**src/rtl/saw_receiver.sv**
```systemverilog
`default_nettype none
// ============================================================================
// Module   : saw_receiver
// Purpose  : Stop-and-wait ARQ receive stage. Checks the CRC-8 of each
//            received {payload, CRC} frame. It hands good payloads to the sink
//            through a valid/ready handshake. It answers the transmitter with
//            a one-cycle ack or nack, and it keeps a saturating count of CRC
//            failures.
// Options  : SAW_RX_SEQ_EN - when defined, payload bit BW-1 is an alternating
//            sequence bit. A good frame that carries the wrong sequence bit is
//            a duplicate. A duplicate is acknowledged but not delivered.
// Revision : 1.0 - initial release
// ============================================================================
module saw_receiver #(
  parameter int BW        = 40,
  parameter int CRC_BW    = 8,
  parameter int ERR_CNT_W = 16
) (
  input  logic                  clk,
  input  logic                  rst,
  input  logic [BW+CRC_BW-1:0]  frame_in,
  input  logic                  frame_valid,
  output logic [BW-1:0]         data_out,
  output logic                  data_valid,
  input  logic                  data_ready,
  output logic                  ack,
  output logic                  nack,
  output logic                  busy,
  output logic [ERR_CNT_W-1:0]  crc_err_cnt
);

  // CRC-8 polynomial x^8+x^2+x+1. The x^8 term is implicit.
  localparam logic [CRC_BW-1:0] C_CRC_POLY = CRC_BW'(8'h07);

  localparam logic [1:0] C_ST_IDLE    = 2'd0;
  localparam logic [1:0] C_ST_CHECK   = 2'd1;
  localparam logic [1:0] C_ST_DELIVER = 2'd2;

  logic [1:0]           state_q, state_d;
  logic [BW+CRC_BW-1:0] frame_q, frame_d;
  logic [BW-1:0]        data_out_q, data_out_d;
  logic                 data_valid_q, data_valid_d;
  logic                 ack_q, ack_d;
  logic                 nack_q, nack_d;
  logic [ERR_CNT_W-1:0] cnt_q, cnt_d;
`ifdef SAW_RX_SEQ_EN
  logic                 expected_seq_q, expected_seq_d;
`endif

  logic [BW-1:0]        w_payload;
  logic [CRC_BW-1:0]    w_rx_crc;
  logic                 w_crc_ok;

  // Bit-serial, MSB-first CRC with init 0. Feeding only the payload bits
  // through this loop yields the remainder of {payload, CRC_BW'b0}.
  function automatic logic [CRC_BW-1:0] crc_calc(input logic [BW-1:0] payload);
    logic [CRC_BW-1:0] crc;
    logic              fb;
    crc = '0;
    for (int i = BW - 1; i >= 0; i--) begin
      fb  = crc[CRC_BW-1] ^ payload[i];
      crc = {crc[CRC_BW-2:0], 1'b0} ^ (fb ? C_CRC_POLY : '0);
    end
    return crc;
  endfunction

  assign w_payload = frame_q[BW+CRC_BW-1:CRC_BW];
  assign w_rx_crc  = frame_q[CRC_BW-1:0];
  assign w_crc_ok  = (crc_calc(w_payload) == w_rx_crc);

  // Next-state logic: capture in IDLE, judge in CHECK, hand off in DELIVER
  always_comb begin
    state_d      = state_q;
    frame_d      = frame_q;
    data_out_d   = data_out_q;
    data_valid_d = data_valid_q;
    ack_d        = 1'b0;
    nack_d       = 1'b0;
    cnt_d        = cnt_q;
`ifdef SAW_RX_SEQ_EN
    expected_seq_d = expected_seq_q;
`endif
    case (state_q)
      C_ST_IDLE: begin
        if (frame_valid) begin
          frame_d = frame_in;
          state_d = C_ST_CHECK;
        end
      end
      C_ST_CHECK: begin
        if (!w_crc_ok) begin
          nack_d  = 1'b1;
          if (cnt_q != '1) begin
            cnt_d = cnt_q + ERR_CNT_W'(1);
          end
          state_d = C_ST_IDLE;
`ifdef SAW_RX_SEQ_EN
        end else if (w_payload[BW-1] != expected_seq_q) begin
          // Duplicate: the previous ack was lost, so acknowledge it again.
          ack_d   = 1'b1;
          state_d = C_ST_IDLE;
`endif
        end else begin
          data_out_d   = w_payload;
          data_valid_d = 1'b1;
          state_d      = C_ST_DELIVER;
        end
      end
      C_ST_DELIVER: begin
        // The ack is held back until the sink takes the payload. This is the
        // flow control that throttles the transmitter.
        if (data_valid_q && data_ready) begin
          data_valid_d = 1'b0;
          ack_d        = 1'b1;
          state_d      = C_ST_IDLE;
`ifdef SAW_RX_SEQ_EN
          expected_seq_d = ~expected_seq_q;
`endif
        end
      end
      default: begin
        state_d = C_ST_IDLE;
      end
    endcase
  end

  // State and output registers with synchronous reset
  always_ff @(posedge clk) begin
    if (rst) begin
      state_q      <= C_ST_IDLE;
      frame_q      <= '0;
      data_out_q   <= '0;
      data_valid_q <= 1'b0;
      ack_q        <= 1'b0;
      nack_q       <= 1'b0;
      cnt_q        <= '0;
`ifdef SAW_RX_SEQ_EN
      expected_seq_q <= 1'b0;
`endif
    end else begin
      state_q      <= state_d;
      frame_q      <= frame_d;
      data_out_q   <= data_out_d;
      data_valid_q <= data_valid_d;
      ack_q        <= ack_d;
      nack_q       <= nack_d;
      cnt_q        <= cnt_d;
`ifdef SAW_RX_SEQ_EN
      expected_seq_q <= expected_seq_d;
`endif
    end
  end

  assign data_out    = data_out_q;
  assign data_valid  = data_valid_q;
  assign ack         = ack_q;
  assign nack        = nack_q;
  assign busy        = (state_q != C_ST_IDLE);
  assign crc_err_cnt = cnt_q;

endmodule
`default_nettype wire
```
**config.mk**
```make
export PLATFORM = sky130hd
export DESIGN_NAME = saw_receiver
export DESIGN_NICKNAME = d
export VERILOG_FILES = /design/src/rtl/saw_receiver.sv
export SDC_FILE = /design/constraint.sdc
export NUM_CORES = 1
export LEC_CHECK = 0
export BUFFER_PORTS_ARGS = -buffer_cell sky130_fd_sc_hd__buf_2
export CAP_MARGIN = 10
export CORE_MARGIN = 2
export CORE_UTILIZATION = 35
export DETAILED_ROUTE_END_ITERATION = 8
export PLACE_DENSITY = 0.68
export SYNTH_ARGS = -nofsm -noshare
export SYNTH_HDL_FRONTEND = slang
export SYNTH_SLANG_ARGS = --single-unit
```
**constraint.sdc**
```tcl
create_clock -name clk -period 3.75 [get_ports clk]
set_clock_uncertainty 0.05 [all_clocks]
set_input_delay 0.375 -clock clk [delete_from_list [all_inputs] [get_ports clk]]
set_output_delay 0.375 -clock clk [all_outputs]
set_load 0.01 [all_outputs]
```
==> run_results.csv, run 1 <==
group,metric,value,unit
final_layout,multi_input_area,3180,sq um
detailed_routing,vias_per_cell,4.78,
global_route,grt_antenna_before_repair,2,
cts,clk_latency,0.35,ns
sta,worst_slack,-0.0761,ns
global_route,grt-ovfl-total,0,
cts,cts.sinks,109,
detailed_routing,drt_wl_total,13600,um
placed_design,place_hpwl,9440,um
cts,cts_tree,"done",
worst_setup_path,end_kind,"flop",
cts,cts_buffer_depth,2,
yosys,seq_area_frac_synth,40.5,%
yosys,synth_top_family_by_area,"XOR/XNOR gates",
worst_setup_path,cp-start-kind,"flop",
worst_setup_path,crit_type,"reg -> reg",
global_route,grt_pass1_vias,4010,
final_layout,drive_above_1_share,31.5,%
cts,cts.clk_slew.worst_paths,0.07,ns
yosys,synthCells,557,
yosys,avgSynthCellArea,9.67,sq um
status,status,"finished, violations left",
sta,drv_slew,0,
floorplan,start_util,35.6,%
yosys,synth_cell_type_count,40,
placed_design,portBuffers,111,
worst_hold_path,min-delay-path-class,"in -> reg",
final_layout,fin_area,7000,sq um
floorplan,rows,45,
sta,rsz0062_at_grt,"true",
placed_design,place_ws,-0.222,ns
placed_design,dpl_cell_area,6320,sq um
floorplan,core,15100,sq um
floorplan,io_pins,112,
cts,cts-buffers-inserted,9,
status,violations,"setup timing",
yosys,netlist_area,5390,sq um
detailed_routing,drt_first_pass_iters,4,
sta,setup_viol,51,
detailed_routing,vias,4222,
detailed_routing,drt_iter0_drc,239,
yosys,yosys.area_share.simple,15.5,%
power_and_ir_drop,ir_worst_vdd,0.437,mV
sta,worstMarginPinSlew,1.13,ns
final_layout,fin_nets,743,
final_layout,synthToLayoutAreaGrowth,29.9,%
worst_setup_path,worstPathRequired,3.95,ns
cts,ctsHoldBuffers,0,
yosys,synth_fa_ha_area_share,0.232,%
worst_setup_path,worstPathArrival,4.03,ns
global_route,grt_pass1_wl,20800,um
placed_design,place_inst,854,
worst_setup_path,cp_max_fo,7,
final_layout,seqCellArea,2200,sq um
sta,clock.fmax,261,MHz
sta,hold_viol_final,0,
floorplan,dieHeight,128,um
final_layout,fin_cells,884,
global_route,grt_start_max_net_pins,110,
yosys,synth_compound_gate_area_share,8.75,%
global_route,grt_util_all_layers,16.3,%
yosys,synthesis.nets,610,
power_and_ir_drop,p_leak,3.44,nW
yosys,synth_warnings,0,
cts,htree_levels,3,
floorplan,die_w,128,um
detailed_routing,wl_per_cell,15.4,um
power_and_ir_drop,p_per_area,662,nW/um^2
floorplan,dieArea,16400,sq um
sta,slew_headroom,24.3,%
sta,min_period,3.83,ns
placed_design,gp_congestion,0.790,
final_layout,fill_cells,1448,
yosys,synthXorXnorAreaFrac,23.3,%
detailed_routing,postRouteAntennaNets,0,
flow_run,cap_violations,0,
power_and_ir_drop,finalPower,0.00464,W
detailed_routing,drc,0,
cts,cts_root_buf,"clkbuf_16",
yosys,synthMuxAreaShare,7.62,%
yosys,ys_ff_latch,109,
sta,period_share,102,%
## metal layers
layer | vias up | share of wire, % | global-route usage, %
met5 | - | 0.095 | 0
met4 | 2 | 1.0 | 4.65
met3 | 10 | 5.8 | 4.51
met2 | 94 | 49 | 27.8
met1 | 1977 | 44 | 20.3
li1 | 2139 | - | -
## power breakdown
part           switching, W  leakage, nW  internal [W]
registers         0.0000473        0.890       0.00120
logic              0.000993         2.40       0.00142
clock network      0.000423        0.150      0.000556
## cells in the mapped netlist
cell	number	area (sq um)
a31o_2	2	17.5
nand2_1	110	413
and3_1	1	6.26
buf_2	4	20.0
o21ba_2	1	10.0
or2_2	2	12.5
or3_1	7	43.8
or4_1	7	52.6
nor3b_1	1	7.51
and2_1	3	18.8
o31ai_1	8	60.1
mux2i_1	41	410
a21oi_1	62	310
a31oi_1	1	6.26
xnor3_2	1	23.8
xnor2_1	38	333
xor2_1	9	78.8
xor3_1	7	166
xnor3_1	28	631
nor3_1	1	5.00
nor2b_1	1	6.26
nand4_1	2	12.5
nor2_1	48	180
nand3b_1	1	7.51
a2111oi_0	2	17.5
clkbuf_1	24	90.1
dfxtp_1	109	2180
buf_1	1	3.75
xor3_2	1	25.0
a222oi_1	1	10.0
ha_1	1	12.5
a21oi_2	2	17.5
o21ai_1	3	15.0
nand2b_1	1	6.26
a21o_1	1	7.51
nand3_1	9	45.0
buf_6	5	56.3
inv_1	8	30.0
buf_12	1	20.0
and4_1	2	17.5
## path summary, 6_finish.rpt
path	slack (ns)	startpoint	to	depth (start not counted)
hold / removal	0.20	frame_in[44]	frame_q[44]	3
setup / recovery	-0.08	frame_q[45]	crc_err_cnt[14]	12
setup reg to reg	-0.08	frame_q[45]	crc_err_cnt[14]	12
hold reg to reg	0.42	frame_q[4]	frame_q[4]	2
## what timing repair did
action,CTS,global route
resized for setup,15,30
endpoints found under the setup margin,58,58
buffers inserted,3,4
pin swaps,2,10
gates cloned,0,6
## through the flow
step / utilization, % / hold WS [ns] / setup TNS [ns]
after floorplan: - / 0.387 / 0
after global placement: 41.7 / 0.407 / -1.96
after CTS: 44.2 / 0.189 / 0
final: 46.2 / 0.197 / -1.60
after detailed placement: 41.7 / 0.408 / -8.50
after global routing: 46.2 / 0.200 / -7.26
## cells by family (layout without fill, tap and decap cells)
family                     Yosys count  in the layout
other                                0              1
adders and majority gates            1              1
DFF                                109            109
muxes                               41             41
AOI/OAI and AO/OA                   83             83
xor gates and xnor gates            84             84
buffers and inverters               43            181
and+or+nand+nor                    196            196
## worst max-delay path: stages (launching register included)
cell and delay, ns:
dfxtp_1 0.41, xnor3_1 0.49, xnor3_1 0.26, xnor2_1 0.29, xnor3_1 0.51, xor2_1 0.17, or3_1 0.35, a222oi_1 0.40
buf_4 0.20, buf_6 0.12, a21oi_4 0.08, and4_1 0.20, o21ba_2 0.19
## registers in the layout, indices dropped and copies added (netlist names)
| signal | cells |
|---|---|
| frame_q | 48 |
| data_out | 40 |
| crc_err_cnt | 16 |
| state_q | 2 |
| ack | 1 |
| data_valid | 1 |
| nack | 1 |
## layout by cell type (no fill, tap or decap), types with 4 or more instances in the layout
master,netlist,routed
or4_1,7,5
buf_2,4,110
or3_1,7,6
clkbuf_16,0,14
a21oi_1,62,60
buf_4,0,35
inv_1,8,8
mux2i_1,41,39
nand3_1,9,9
buf_12,1,4
xor3_1,7,6
o31ai_1,8,8
nand2_1,110,110
xnor3_1,28,23
xnor2_2,0,10
xor2_1,9,7
dfxtp_1,109,101
xnor2_1,38,26
dfxtp_2,0,6
xnor3_2,1,6
nor2_1,48,48
## cell type report
cell class	count	area share (%)
inverters	8	0.429
diodes	1	0.0357
well taps	188	3.36
clock buffers	13	3.72
clock inverters	3	0.625
repair buffers	157	15.0
flip-flops and latches	109	31.4
multi-input cells	405	45.4
Note: power is estimated with default switching activity, not from simulation.
==> inputs of run 2 (changes only) <==
--- a/config.mk
+++ b/config.mk
@@ -11,5 +11,5 @@
 export CORE_UTILIZATION = 35
 export DETAILED_ROUTE_END_ITERATION = 8
-export PLACE_DENSITY = 0.68
+export PLACE_DENSITY = 0.66
 export SYNTH_ARGS = -nofsm -noshare
 export SYNTH_HDL_FRONTEND = slang
==> constraint.sdc (replaced) <==
create_clock -name clk -period 4.1 [get_ports clk]
set_clock_uncertainty 0.05 [all_clocks]
set_input_delay 0.41 -clock clk [delete_from_list [all_inputs] [get_ports clk]]
set_output_delay 0.41 -clock clk [all_outputs]
set_load 0.02 [all_outputs]
==> run 2 against run 1 <==
The run now ends clean. Total power down 16%. Clock-buffer cell count down 4. Maximum frequency down 2.2%. Die area unchanged. Utilization down 2.3 points. Via count down 2.6%. Worst setup slack better by 0.26 ns. First-iteration DRC count down 34%. Critical path depth up 1. Design area down 4.9%. Largest power group unchanged.
==> run_results.csv, run 2 (synthesis gave the netlist of run 1 again) <==
group,metric,value,unit
worst_setup_path,cpMostUsedCell,"xnor3_1",
final_layout,diodes,0,
power_and_ir_drop,p_leak,3.26,nW
power_and_ir_drop,p_seq_share,29.2,%
worst_setup_path,cp_max_fo,21,
global_route,grt_pass1_wl,20300,um
cts,ctsHoldBuffers,0,
power_and_ir_drop,p_sw_share,31.7,%
final_layout,fin_nets,725,
power_and_ir_drop,p_clk_share,21.4,%
worst_hold_path,whs_path_depth,3,
final_layout,largest_register_ffs,48,
detailed_routing,vias_per_cell,4.75,
worst_setup_path,ff2ff_setup_slack,0.19,ns
worst_setup_path,end_kind,"flop",
floorplan,die_w,128,um
power_and_ir_drop,ir_worst_vdd,0.379,mV
cts,cts.clk_slew.worst_paths,0.07,ns
cts,cts_tree,"done",
flow_run,cap_violations,0,
power_and_ir_drop,p_per_area,585,nW/um^2
cts,cts_root_buf,"clkbuf_16",
cts,htree_levels,3,
cts,clk_latency,0.36,ns
sta,hold_viol_final,0,
worst_hold_path,min-delay-path-class,"in -> reg",
global_route,grt-ovfl-total,0,
detailed_routing,drt_first_pass_iters,5,
worst_setup_path,path_cells,"xor3_2 -> xnor2_2 -> xnor3_1 -> xnor3_1 -> xnor3_1 -> or3_1 -> a222oi_1 -> buf_4 -> nand3b_1 -> buf_4 -> buf_12 -> mux2i_1 -> nor2_1",
status,status,"finished clean",
power_and_ir_drop,switchingPower,0.00124,W
global_route,grt_pass1_vias,3870,
worst_setup_path,worstPathRequired,4.26,ns
final_layout,final_cell_mix,"nand2_1, buf_2, dfxtp_1, a21oi_1, nor2_1",
floorplan,core,15100,sq um
placed_design,portBuffers,111,
detailed_routing,drt_iter0_drc,158,
worst_setup_path,r2r_cells,13,
power_and_ir_drop,share_comb_of_total_power,49.4,%
global_route,grt_util_all_layers,16.0,%
final_layout,regMostFlops,"frame_q",
sta,min_period,3.91,ns
worst_setup_path,reg2reg_from,"frame_q[28]",
worst_setup_path,worstPathArrival,4.07,ns
detailed_routing,drt_wl_total,13000,um
worst_setup_path,crit_type,"reg -> reg",
sta,period_share,95.4,%
placed_design,place_hpwl,9320,um
floorplan,dieArea,16400,sq um
worst_hold_path,hold_end,"frame_q[40]",
cts,cts.sinks,109,
floorplan,io_pins,112,
detailed_routing,postRouteAntennaNets,0,
sta,clock.fmax,256,MHz
global_route,grt_antenna_before_repair,1,
cts,cts_buffer_depth,2,
final_layout,synthToLayoutAreaGrowth,23.6,%
sta,whs,0.230,ns
worst_setup_path,r2r_end,"data_out[39]",
floorplan,start_util,35.6,%
worst_setup_path,cp-start-kind,"flop",
global_route,grt_start_max_net_pins,82,
detailed_routing,wl_per_cell,15.0,um
sta,slew_headroom,34.9,%
floorplan,rows,45,
worst_setup_path,cp_slowest_cell,"xor3_2",
cts,cts-buffers-inserted,9,
final_layout,utilization,44.0,%
power_and_ir_drop,p_int,0.00266,W
placed_design,gp_congestion,0.791,
detailed_routing,vias,4113,
sta,drv_slew,0,
sta,setup_viol,0,
final_layout,drive_above_1_share,28.5,%
worst_setup_path,slowest_delay,0.51,ns
sta,worstMarginPinSlew,0.974,ns
floorplan,dieHeight,128,um
worst_hold_path,hold_start,"frame_in[40]",
detailed_routing,drc,0,
## run 2: changes by cell type in the layout (fill, tap and decap cells not counted), sizes merged
| cell | before | now |
|---|---|---|
| diode | 1 | 0 |
| clkbuf | 18 | 9 |
| bufinv | 1 | 0 |
| inv | 8 | 11 |
| clkinv | 2 | 0 |
| clkinvlp | 0 | 4 |
| buf | 152 | 139 |
## run 2: routing by layer
| layer | track usage [%] | wire length, um |
|---|---|---|
| met2 | 27.3 | 6310 |
| met5 | 0 | 0 |
| met1 | 20.2 | 6080 |
| met4 | 4.33 | 147 |
| met3 | 3.80 | 472 |
## run 2: critical path: cells and delay by family (launching register included)
| family | cells | cell delay [ns] |
|---|---|---|
| AO/OA/AOI/OAI | 1 | 0.27 |
| XOR/XNOR | 5 | 1.83 |
| buffers and inverters | 3 | 0.55 |
| flip-flops | 1 | 0.40 |
| multiplexers | 1 | 0.17 |
| AND/OR/NAND/NOR | 3 | 0.51 |
## run 2: how the worst max path moves through the flow
stage,end,start,slack (ns)
2_1_floorplan,crc_err_cnt[14],frame_q[39],0.25
3_3_place_gp,data_out[3],frame_q[39],0.09
3_5_place_dp,data_out[4],frame_q[39],0.02
4_1_cts,data_out[4],frame_q[43],0.01
5_1_grt,data_out[39],frame_q[43],-0.003
6_report,data_out[39],frame_q[28],0.19
## run 2: power by group through the flow
stage               Sequential (W)  Combinational, W  Clock (W)
finish                     0.00114           0.00192   0.000836
global route               0.00114           0.00208   0.000902
CTS                        0.00114           0.00180   0.000858
detailed placement         0.00116           0.00179          0
global placement           0.00116           0.00176          0
floorplan                  0.00115           0.00149          0
## run 2: timing repair
action / 4_1_cts / 5_1_grt
resized for setup: 3 / 28
setup buffers: 1 / 8
gates cloned: 1 / 0
endpoints found under the setup margin: 3 / 55
pin swaps: 2 / 14
## run 2: area by class of cell
type / instances / area (sq um)
clock buffer: 9 / 225
clock inverter: 7 / 58.8
fill: 1480 / 8490
inverter: 8 / 30.0
multi-input combinational: 405 / 3110
sequential: 109 / 2190
tap: 188 / 235
timing repair buffer: 139 / 813
## run 2: per-stage QoR
stage | power, W | TNS [ns] | cells | setup WS [ns] | cell area [sq um]
after global placement | 0.00292 | 0 | 839 | 0.0850 | 6150
after global routing | 0.00412 | -0.00304 | 865 | -0.00304 | 6660
final | 0.00390 | 0 | 865 | 0.189 | 6660
after detailed placement | 0.00295 | 0 | 839 | 0.0248 | 6150
after floorplan | 0.00264 | 0 | 557 | 0.250 | 5390
after CTS | 0.00379 | 0 | 857 | 0.0130 | 6490
==> inputs of run 3 (changes only) <==
Settings changed: PLACE_DENSITY 0.66 to unset.
==> run 3 against run 2 <==
Maximum frequency fell by 1.7%. Critical path type unchanged. Total power rose by 4.3%. Global-route usage rose by 0.13 points. Design area barely moved. Sequential power barely moved. Die area did not move.
==> run_results.csv, run 3 (synthesis gave the netlist of run 1 again) <==
group,metric,value,unit
final_layout,largest_register_ffs,48,
worst_setup_path,r2r_cells,14,
detailed_routing,drt_wl_total,13600,um
worst_setup_path,worstPathArrival,4.12,ns
global_route,grt_pass1_vias,4024,
worst_setup_path,cp_max_fo,21,
worst_hold_path,min-delay-path-class,"in -> reg",
placed_design,place_hpwl,9330,um
sta,whs,0.237,ns
final_layout,diodes,0,
floorplan,core,15100,sq um
worst_setup_path,crit_family,"XOR/XNOR gates",
worst_setup_path,path_depth,14,
floorplan,die_w,128,um
cts,cts_tree,"done",
sta,drv_slew,0,
global_route,grt_start_max_net_pins,110,
worst_setup_path,cp-startpoint,"frame_q[47]",
worst_setup_path,cp-start-kind,"flop",
cts,clk_latency,0.35,ns
flow_run,cap_violations,0,
final_layout,regMostFlops,"frame_q",
detailed_routing,vias_per_cell,4.91,
global_route,grt-ovfl-total,0,
sta,min_period,3.98,ns
final_layout,fin_nets,716,
global_route,grt_util_all_layers,16.1,%
sta,hold_viol_final,0,
detailed_routing,vias,4205,
final_layout,fin_area,6660,sq um
worst_setup_path,cpMostUsedCell,"buf_4",
cts,cts.sinks,109,
worst_setup_path,path_cells,"buf_4 -> xnor2_2 -> buf_4 -> xnor2_1 -> xnor3_1 -> xnor3_2 -> xnor3_1 -> or3_1 -> a222oi_1 -> nand3b_1 -> buf_4 -> buf_6 -> mux2i_1 -> nor2_1",
final_layout,utilization,44.0,%
cts,htree_levels,3,
power_and_ir_drop,finalPower,0.00407,W
power_and_ir_drop,p_leak,3.26,nW
final_layout,multi_input_area,3130,sq um
global_route,grt_antenna_before_repair,0,
sta,worst_slack,0.121,ns
sta,period_share,97.0,%
worst_setup_path,cp_num_buf_inv,4,
status,status,"finished clean",
detailed_routing,drt_first_pass_iters,5,
final_layout,fill_cells,1472,
final_layout,final_cell_mix,"nand2_1, buf_2, dfxtp_1, a21oi_1, nor2_1",
final_layout,seqCellArea,2190,sq um
floorplan,start_util,35.6,%
cts,cts-buffers-inserted,9,
detailed_routing,drc,0,
sta,worstMarginPinSlew,1.12,ns
sta,slew_headroom,25.3,%
final_layout,synthToLayoutAreaGrowth,23.6,%
placed_design,dpl_cell_area,6130,sq um
cts,cts_root_buf,"clkbuf_16",
detailed_routing,postRouteAntennaNets,0,
power_and_ir_drop,p_per_area,610,nW/um^2
detailed_routing,drt_iter0_drc,158,
placed_design,place_ws,0.0546,ns
detailed_routing,wl_per_cell,15.8,um
worst_setup_path,crit_type,"reg -> reg",
cts,cts.clk_slew.worst_paths,0.07,ns
worst_setup_path,ff2ff_setup_slack,0.12,ns
worst_setup_path,crit_end,"data_out[35]",
worst_setup_path,worstPathRequired,4.24,ns
worst_setup_path,r2r_end,"data_out[35]",
cts,cts_buffer_depth,2,
floorplan,io_pins,112,
worst_setup_path,end_kind,"flop",
sta,clock.fmax,251,MHz
final_layout,drive_above_1_share,27.1,%
sta,setup_viol,0,
floorplan,rows,45,
power_and_ir_drop,ir_worst_vdd,0.383,mV
floorplan,dieArea,16400,sq um
global_route,grt_pass1_wl,20600,um
worst_setup_path,slowest_delay,0.46,ns
worst_setup_path,cp_slowest_cell,"xnor3_2",
placed_design,portBuffers,111,
worst_setup_path,reg2reg_from,"frame_q[47]",
placed_design,gp_congestion,0.799,
floorplan,dieHeight,128,um
==> run 3: metal layers <==
metal  part of all wire [%]  track usage (%)
met1                     46             20.3
met2                     48             27.0
met3                    5.0             3.92
met4                    1.6             5.56
met5                      0                0
==> run 3: stage by stage <==
step / cells / setup TNS [ns]
6_report: 856 / 0
2_1_floorplan: 557 / 0
3_3_place_gp: 836 / 0
4_1_cts: 852 / 0
5_1_grt: 856 / -1.25
3_5_place_dp: 836 / 0
==> run 3: area by class of cell <==
cell class | count | area share, %
multi-input combinational | 405 | 46.9
sequential | 109 | 32.9
timing repair buffer | 130 | 11.1
clock buffer | 12 | 3.70
tap | 188 | 3.53
clock inverter | 4 | 1.43
inverter | 8 | 0.451
==> run 3: worst min path at each step <==
stage / startpoint / endpoint / cells after the start
2_1_floorplan: frame_q[4] / frame_q[4] / 2
6_report: frame_in[46] / frame_q[46] / 3
3_5_place_dp: data_valid / data_valid / 2
5_1_grt: frame_in[46] / frame_q[46] / 3
3_3_place_gp: data_valid / data_valid / 2
4_1_cts: frame_in[14] / frame_q[14] / 3
==> run 3: power by group <==
part	total (W)	leakage, nW	switching (W)	internal [W]
Combinational	0.00192	2.20	0.000795	0.00113
Sequential	0.00114	0.889	0.0000443	0.00110
Clock	0.00100	0.167	0.000387	0.000614
Total	0.00407	3.26	0.00123	0.00284
==> run 3: tightest hold or removal path: cells and delay by family <==
kind                   cells  cell delay, ns
buffers and inverters      1            0.10
AO/OA/AOI/OAI              1            0.05
AND/OR/NAND/NOR            1            0.05
==> run 3: what timing repair did <==
item                                    in CTS  in global routing
buffers inserted                             0                  2
endpoints found under the setup margin       0                 55
hold buffers                                 0                  0
resized for setup                            0                 31
